==> src/rtl/fetch_stage_pkg.sv <==
// Shared pipeline definitions: instruction constants, branch-predictor counter
// encodings and the default fetch reset vector.
package fetch_stage_pkg;

    localparam logic [31:0] NOP_INST         = 32'h0000_0013;
    localparam int          DEFAULT_RESET_PC = 0;

    typedef enum logic [1:0] {
        CTR_SNT = 2'b00,
        CTR_WNT = 2'b01,
        CTR_WT  = 2'b10,
        CTR_ST  = 2'b11
    } ctr_e;

    // Saturating 2-bit counter step; bit 1 of the result is the taken prediction.
    function automatic ctr_e ctr_next(input ctr_e c, input logic taken);
        ctr_e n;
        n = c;
        case (c)
            CTR_SNT: n = taken ? CTR_WNT : CTR_SNT;
            CTR_WNT: n = taken ? CTR_WT  : CTR_SNT;
            CTR_WT:  n = taken ? CTR_ST  : CTR_WNT;
            CTR_ST:  n = taken ? CTR_ST  : CTR_WT;
            default: n = c;
        endcase
        return n;
    endfunction

endpackage

==> src/rtl/fetch_stage_bp_btb.sv <==
// Direct-mapped branch target buffer with 2-bit counters: one combinational
// lookup port and one synchronous training port.
module bp_btb
    import fetch_stage_pkg::*;
#(
    parameter int PC_BITS = 12,
    parameter int ENTRIES = 16
) (
    input  logic               clk,
    input  logic               rst,
    input  logic [PC_BITS-1:0] i_lookup_pc,
    output logic               o_lookup_taken,
    output logic [PC_BITS-1:0] o_lookup_target,
    input  logic               i_upd_en,
    input  logic [PC_BITS-1:0] i_upd_pc,
    input  logic               i_upd_taken,
    input  logic [PC_BITS-1:0] i_upd_target
);

    localparam int IDX   = $clog2(ENTRIES);
    localparam int TAG_W = PC_BITS - IDX - 2;

    logic               r_valid  [ENTRIES];
    logic [TAG_W-1:0]   r_tag    [ENTRIES];
    logic [PC_BITS-1:0] r_target [ENTRIES];
    ctr_e               r_ctr    [ENTRIES];

    logic [IDX-1:0]     w_lk_idx;
    logic [TAG_W-1:0]   w_lk_tag;
    logic               w_lk_hit;
    logic [IDX-1:0]     w_up_idx;
    logic [TAG_W-1:0]   w_up_tag;
    logic               w_up_hit;

    assign w_lk_idx = i_lookup_pc[IDX+1:2];
    assign w_lk_tag = i_lookup_pc[PC_BITS-1:IDX+2];
    assign w_lk_hit = r_valid[w_lk_idx] && (r_tag[w_lk_idx] == w_lk_tag);

    // Lookup reads register state only, so a same-cycle write is seen next cycle.
    assign o_lookup_taken  = w_lk_hit && r_ctr[w_lk_idx][1];
    assign o_lookup_target = o_lookup_taken ? r_target[w_lk_idx] : '0;

    assign w_up_idx = i_upd_pc[IDX+1:2];
    assign w_up_tag = i_upd_pc[PC_BITS-1:IDX+2];
    assign w_up_hit = r_valid[w_up_idx] && (r_tag[w_up_idx] == w_up_tag);

    always_ff @(posedge clk or posedge rst) begin
        if (rst) begin
            for (int i = 0; i < ENTRIES; i++) begin
                r_valid[i]  <= 1'b0;
                r_tag[i]    <= '0;
                r_target[i] <= '0;
                r_ctr[i]    <= CTR_WNT;
            end
        end else if (i_upd_en) begin
            if (w_up_hit) begin
                r_ctr[w_up_idx] <= ctr_next(r_ctr[w_up_idx], i_upd_taken);
                if (i_upd_taken) begin
                    r_target[w_up_idx] <= i_upd_target;
                end
            end else if (i_upd_taken) begin
                // Allocation replaces whatever lived at this index.
                r_valid[w_up_idx]  <= 1'b1;
                r_tag[w_up_idx]    <= w_up_tag;
                r_target[w_up_idx] <= i_upd_target;
                r_ctr[w_up_idx]    <= CTR_WT;
            end
        end
    end

endmodule

==> src/rtl/fetch_stage.sv <==
// Fetch stage: architectural PC register, next-PC selection and BTB-based
// prediction feeding the fetch-to-decode pipeline register.
module fetch_stage
    import fetch_stage_pkg::*;
#(
    parameter int                 XLEN        = 32,
    parameter int                 PC_BITS     = 12,
    parameter int                 BTB_ENTRIES = 16,
    parameter logic [PC_BITS-1:0] RESET_PC    = PC_BITS'(DEFAULT_RESET_PC)
) (
    input  logic               clk,
    input  logic               rst,
    input  logic               stall_D,
    input  logic               MEM_stall,
    input  logic               EX_taken,
    input  logic [PC_BITS-1:0] EX_target_pc,
    input  logic               EX_is_branch,
    input  logic [PC_BITS-1:0] EX_pc,
    input  logic               EX_br_taken,
    input  logic [PC_BITS-1:0] EX_br_target,
    output logic [PC_BITS-1:0] imem_addr,
    input  logic [XLEN-1:0]    imem_rdata,
    output logic [PC_BITS-1:0] F_pc,
    output logic [XLEN-1:0]    F_inst,
    output logic               F_BP_taken,
    output logic [PC_BITS-1:0] F_BP_target_pc
);

    logic [PC_BITS-1:0] r_pc;
    logic [PC_BITS-1:0] w_next_pc;
    logic               w_bp_taken;
    logic [PC_BITS-1:0] w_bp_target;
    logic               w_train_en;

    assign w_train_en = EX_is_branch && !MEM_stall;

    bp_btb #(
        .PC_BITS (PC_BITS),
        .ENTRIES (BTB_ENTRIES)
    ) u_btb (
        .clk             (clk),
        .rst             (rst),
        .i_lookup_pc     (r_pc),
        .o_lookup_taken  (w_bp_taken),
        .o_lookup_target (w_bp_target),
        .i_upd_en        (w_train_en),
        .i_upd_pc        (EX_pc),
        .i_upd_taken     (EX_br_taken),
        .i_upd_target    (EX_br_target)
    );

    // A redirect from EX wins even over stalls; the stalled stages simply refetch.
    always_comb begin
        w_next_pc = r_pc + PC_BITS'(4);
        if (EX_taken) begin
            w_next_pc = EX_target_pc;
        end else if (stall_D || MEM_stall) begin
            w_next_pc = r_pc;
        end else if (w_bp_taken) begin
            w_next_pc = w_bp_target;
        end
    end

    always_ff @(posedge clk or posedge rst) begin
        if (rst) begin
            r_pc <= RESET_PC;
        end else begin
            r_pc <= w_next_pc;
        end
    end

    assign imem_addr      = r_pc;
    assign F_pc           = r_pc;
    assign F_inst         = imem_rdata;
    assign F_BP_taken     = w_bp_taken;
    assign F_BP_target_pc = w_bp_target;

endmodule
==> config.mk <==
export PLATFORM = sky130hd
export DESIGN_NAME = fetch_stage
export DESIGN_NICKNAME = d
export VERILOG_FILES = /design/src/rtl/fetch_stage_pkg.sv /design/src/rtl/fetch_stage_bp_btb.sv /design/src/rtl/fetch_stage.sv
export SDC_FILE = /design/constraint.sdc
export NUM_CORES = 1
export LEC_CHECK = 0
export ABC_AREA = 1
export ABC_CLOCK_PERIOD_IN_PS = 11000
export BUFFER_PORTS_ARGS = -buffer_cell sky130_fd_sc_hd__buf_4
export CORE_MARGIN = 2
export CORE_UTILIZATION = 30
export CTS_BUF_LIST = sky130_fd_sc_hd__clkbuf_16
export DETAILED_ROUTE_END_ITERATION = 10
export PLACE_DENSITY = 0.54
export SLEW_MARGIN = 20
export SYNTH_ARGS = -nofsm -noshare
export SYNTH_HDL_FRONTEND = slang
export SYNTH_SLANG_ARGS = --single-unit
==> constraint.sdc <==
create_clock -name clk -period 11 [get_ports clk]
set_input_delay 1.1 -clock clk [delete_from_list [all_inputs] [get_ports clk]]
set_output_delay 1.1 -clock clk [all_outputs]
set_load 0.01 [all_outputs]
==> results_dict.tcl <==
set metrics [dict create \
    cts_tree "built" \
    rsz0062_at_grt "false" \
    fp.dieW_um 250 \
    syn-cell-area_mm2 0.0182 \
    synth_cell_types 36 \
    crit_path_start_kind "flip-flop" \
    intPower_uw 2380 \
    viasPerCell 5.09 \
    drv_slew 0 \
    grt_usage_pct 18.9 \
    via_count 16400 \
    cpPeakStageDelay_ns 0.72 \
    io_buffers 77 \
    grt_max_degree 150 \
    cp-startpoint "F_pc[2]$_DFFE_PP0P_" \
    crit_chain "inv_4 -> buf_4 -> buf_4 -> nand2_1 -> nand3_1 -> nand2_1 -> nand2_1 -> nand2_1 -> inv_1 -> nand2_1 -> nand2_1 -> nand2_1 -> inv_1 -> nand2_1 -> nor2_1 -> buf_4 -> nand2_1 -> nor3_1 -> buf_4" \
    clk_latency_ns 0.58 \
    cts-htree-levels 2 \
    grt_overflow 0 \
    routed_wl_um 59500 \
    fmax_mhz 156 \
    setup_violations 0 \
    rr_endpoint "F_pc[0]$_DFFE_PP0P_" \
    regToRegSetupSlack_ns 6.40 \
    ys_ff_latch 348 \
    ios 144 \
    clockPowerShare_pct 35.3 \
    fin_ws_ns 4.58 \
    gp_congestion 0.850 \
    drive_gt1_share_pct 7.87 \
    syn_area_per_cell_um2 7.36 \
    core_area_mm2 0.0601 \
    outcome "finished clean" \
    drv_cap 0 \
    n_antenna_cell 0 \
    cts_hold_buf 0 \
    crit_end "F_BP_target_pc[1]" \
    cts-root-buf "clkbuf_16" \
    p_per_area_mw_per_mm2 177 \
    core.rowCount 90 \
    cpMostUsedCell "nand2_1" \
    cts_made_buffers 41 \
    dp_hpwl_um 36300 \
    multi_input_area_mm2 0.00792 \
    first_pass_iters 5 \
    drc_errors 0 \
    reg2reg_from "F_pc[2]$_DFFE_PP0P_" \
    grt_pass1_vias 15600 \
    comb_power_share_pct 20.8 \
    critPathCaptureType "primary output" \
    cts_sinks 348 \
    final_nets 2485 \
    die_area_mm2 0.0627 \
    syn_inst 2473 \
    path_max_fanout 68 \
    hold_viol 0 \
    swShare_pct 33.3 \
    reg2reg_depth 20 \
    power.sequential.fraction_pct 43.8 \
    cellLeakagePower_uw 0.00969 \
    place_ws_ns 5.27 \
    cts_buffer_depth 3 \
    grt_first_pass_wirelength_um 92400 \
    start_util_pct 30.3 \
    ir_worst_vdd_mv 0.119 \
    worstMarginPinSlew_ns 1.14 \
    cp.arrival_ns 5.32 \
    path_clk_slew_ns 0.06 \
    cts_setup_buffers 0 \
    wl_per_cell_um 18.5 \
    fin_skew_ns 0.0170 \
    slew_headroom_pct 23.6 \
    synth_seq_area_share_pct 47.9 \
    hp-class "flip-flop to flip-flop" \
    finalCriticalPeriod_ns 6.42 \
    finalSetupTns_ns 0 \
    die_y_um 250 \
    crit_type "flip-flop to primary output" \
    final_cell_mix "nand2_1 (898), dfrtp_1 (330), o21ai_0 (310), nor2_1 (156), nand3_1 (143)" \
    antenna_found_initial 0 \
    cts_resized 0 \
    cp_slowest_cell "buf_4" \
    area_growth_pct 10.6 \
    finalCritPeriodShare_pct 58.4 \
    layout_commonest_cell "nand2_1" \
    drt-initial-drc-count 1643 \
    seq_area_mm2 0.00874 \
    synth_nets 2549 \
    required_ns 9.90 \
    num-fill-cells 6395 \
    switchingPower_uw 1190 \
    ant_nets 0 \
    synth.yosys.warnings 0 \
]
flip-flops by register name, indices dropped and copies added, names as in the netlist:
name / count
F_pc: 12
u_btb.r_tag: 96
u_btb.r_ctr: 32
u_btb.r_target: 192
u_btb.r_valid: 16
synth_stat cells (all sizes together):
| master | count | area (um^2) |
|---|---|---|
| ha | 1 | 12.5 |
| o22ai | 20 | 125 |
| a22oi | 18 | 135 |
| o21ai | 428 | 2150 |
| buf | 107 | 698 |
| a32o | 2 | 20.0 |
| a21oi | 30 | 154 |
| dfstp | 16 | 420 |
| xor2 | 8 | 70.1 |
| and3 | 1 | 6.26 |
| clkinv | 4 | 15.0 |
| nand2 | 903 | 3390 |
| clkbuf | 99 | 372 |
| nor2 | 161 | 619 |
| o221ai | 10 | 87.6 |
| o211ai | 11 | 82.6 |
| a311oi | 2 | 17.5 |
| nand4 | 3 | 18.8 |
| inv | 135 | 507 |
| o2111ai | 16 | 140 |
| nor4 | 1 | 6.26 |
| or2 | 15 | 93.8 |
| nand3 | 145 | 736 |
| dfrtp | 332 | 8310 |
| nor3 | 5 | 25.0 |
final cells by class:
| cell class | count | share of cell area [%] |
|---|---|---|
| repair buffers | 99 | 3.75 |
| clock inverters | 33 | 0.832 |
| multi-input cells | 1780 | 39.3 |
| well taps | 782 | 4.86 |
| flip-flops and latches | 348 | 43.4 |
| clock buffers | 42 | 5.22 |
| inverters | 139 | 2.67 |
metal layers:
layer  up-vias  GRT usage, %  wire length, um
met3        93          2.69             3440
met2       520          30.3            27600
met4         0          6.21             1680
li1       7844             -                -
met1      7942          26.1            26900
met5         -             0                0
critical path: cells and delay by family, from the launching register on:
kind / cells / cell delay [ns]
and+or+nand+nor: 12 / 1.67
buffers and inverters: 7 / 2.34
DFF: 1 / 0.62
worst min path at each step:
stage	from	end	slack [ns]	cells after the start
2_1_floorplan	u_btb.r_valid[11]$_DFFE_PP0P_	u_btb.r_valid[11]$_DFFE_PP0P_	0.43	2
3_3_place_gp	u_btb.r_valid[11]$_DFFE_PP0P_	u_btb.r_valid[11]$_DFFE_PP0P_	0.45	2
3_5_place_dp	u_btb.r_ctr[0]$_DFFE_PP1P_	u_btb.r_ctr[0]$_DFFE_PP1P_	0.46	2
4_1_cts	u_btb.r_ctr[6]$_DFFE_PP1P_	u_btb.r_ctr[6]$_DFFE_PP1P_	0.47	2
5_1_grt	u_btb.r_ctr[30]$_DFFE_PP1P_	u_btb.r_ctr[30]$_DFFE_PP1P_	0.48	2
6_report	u_btb.r_ctr[6]$_DFFE_PP1P_	u_btb.r_ctr[6]$_DFFE_PP1P_	0.46	2
power by group through the flow:
stage | registers, uW | clock network, uW | logic, uW
after floorplan | 1540 | 0 | 543
after global placement | 1580 | 0 | 735
after CTS | 1560 | 1290 | 747
after global routing | 1580 | 1350 | 842
final | 1560 | 1260 | 744
after detailed placement | 1580 | 0 | 744
per-stage QoR:
stage               hold WS [ns]  area [um^2]  std cells  total power (uW)  util [%]
finish                     0.464        20100       3223              3570      33.5
CTS                        0.465        20100       3223              3600      33.5
global placement           0.446        18900       3148              2310      31.4
floorplan                  0.427        18200       2473              2080         -
detailed placement         0.457        18900       3148              2330      31.4
global route               0.482        20100       3223              3770      33.5
cells by family after synthesis:
logic type               count (synthesis)  synth area share, %
XOR/XNOR                                 8                0.385
adder cells (fa/ha/maj)                  1               0.0687
AO/OA/AOI/OAI                          537                 16.0
flip-flops                             348                 47.9
AND/OR/NAND/NOR                       1234                 26.9
buffers and inverters                  345                 8.74
No activity file was read; power rests on OpenSTA's default activity.
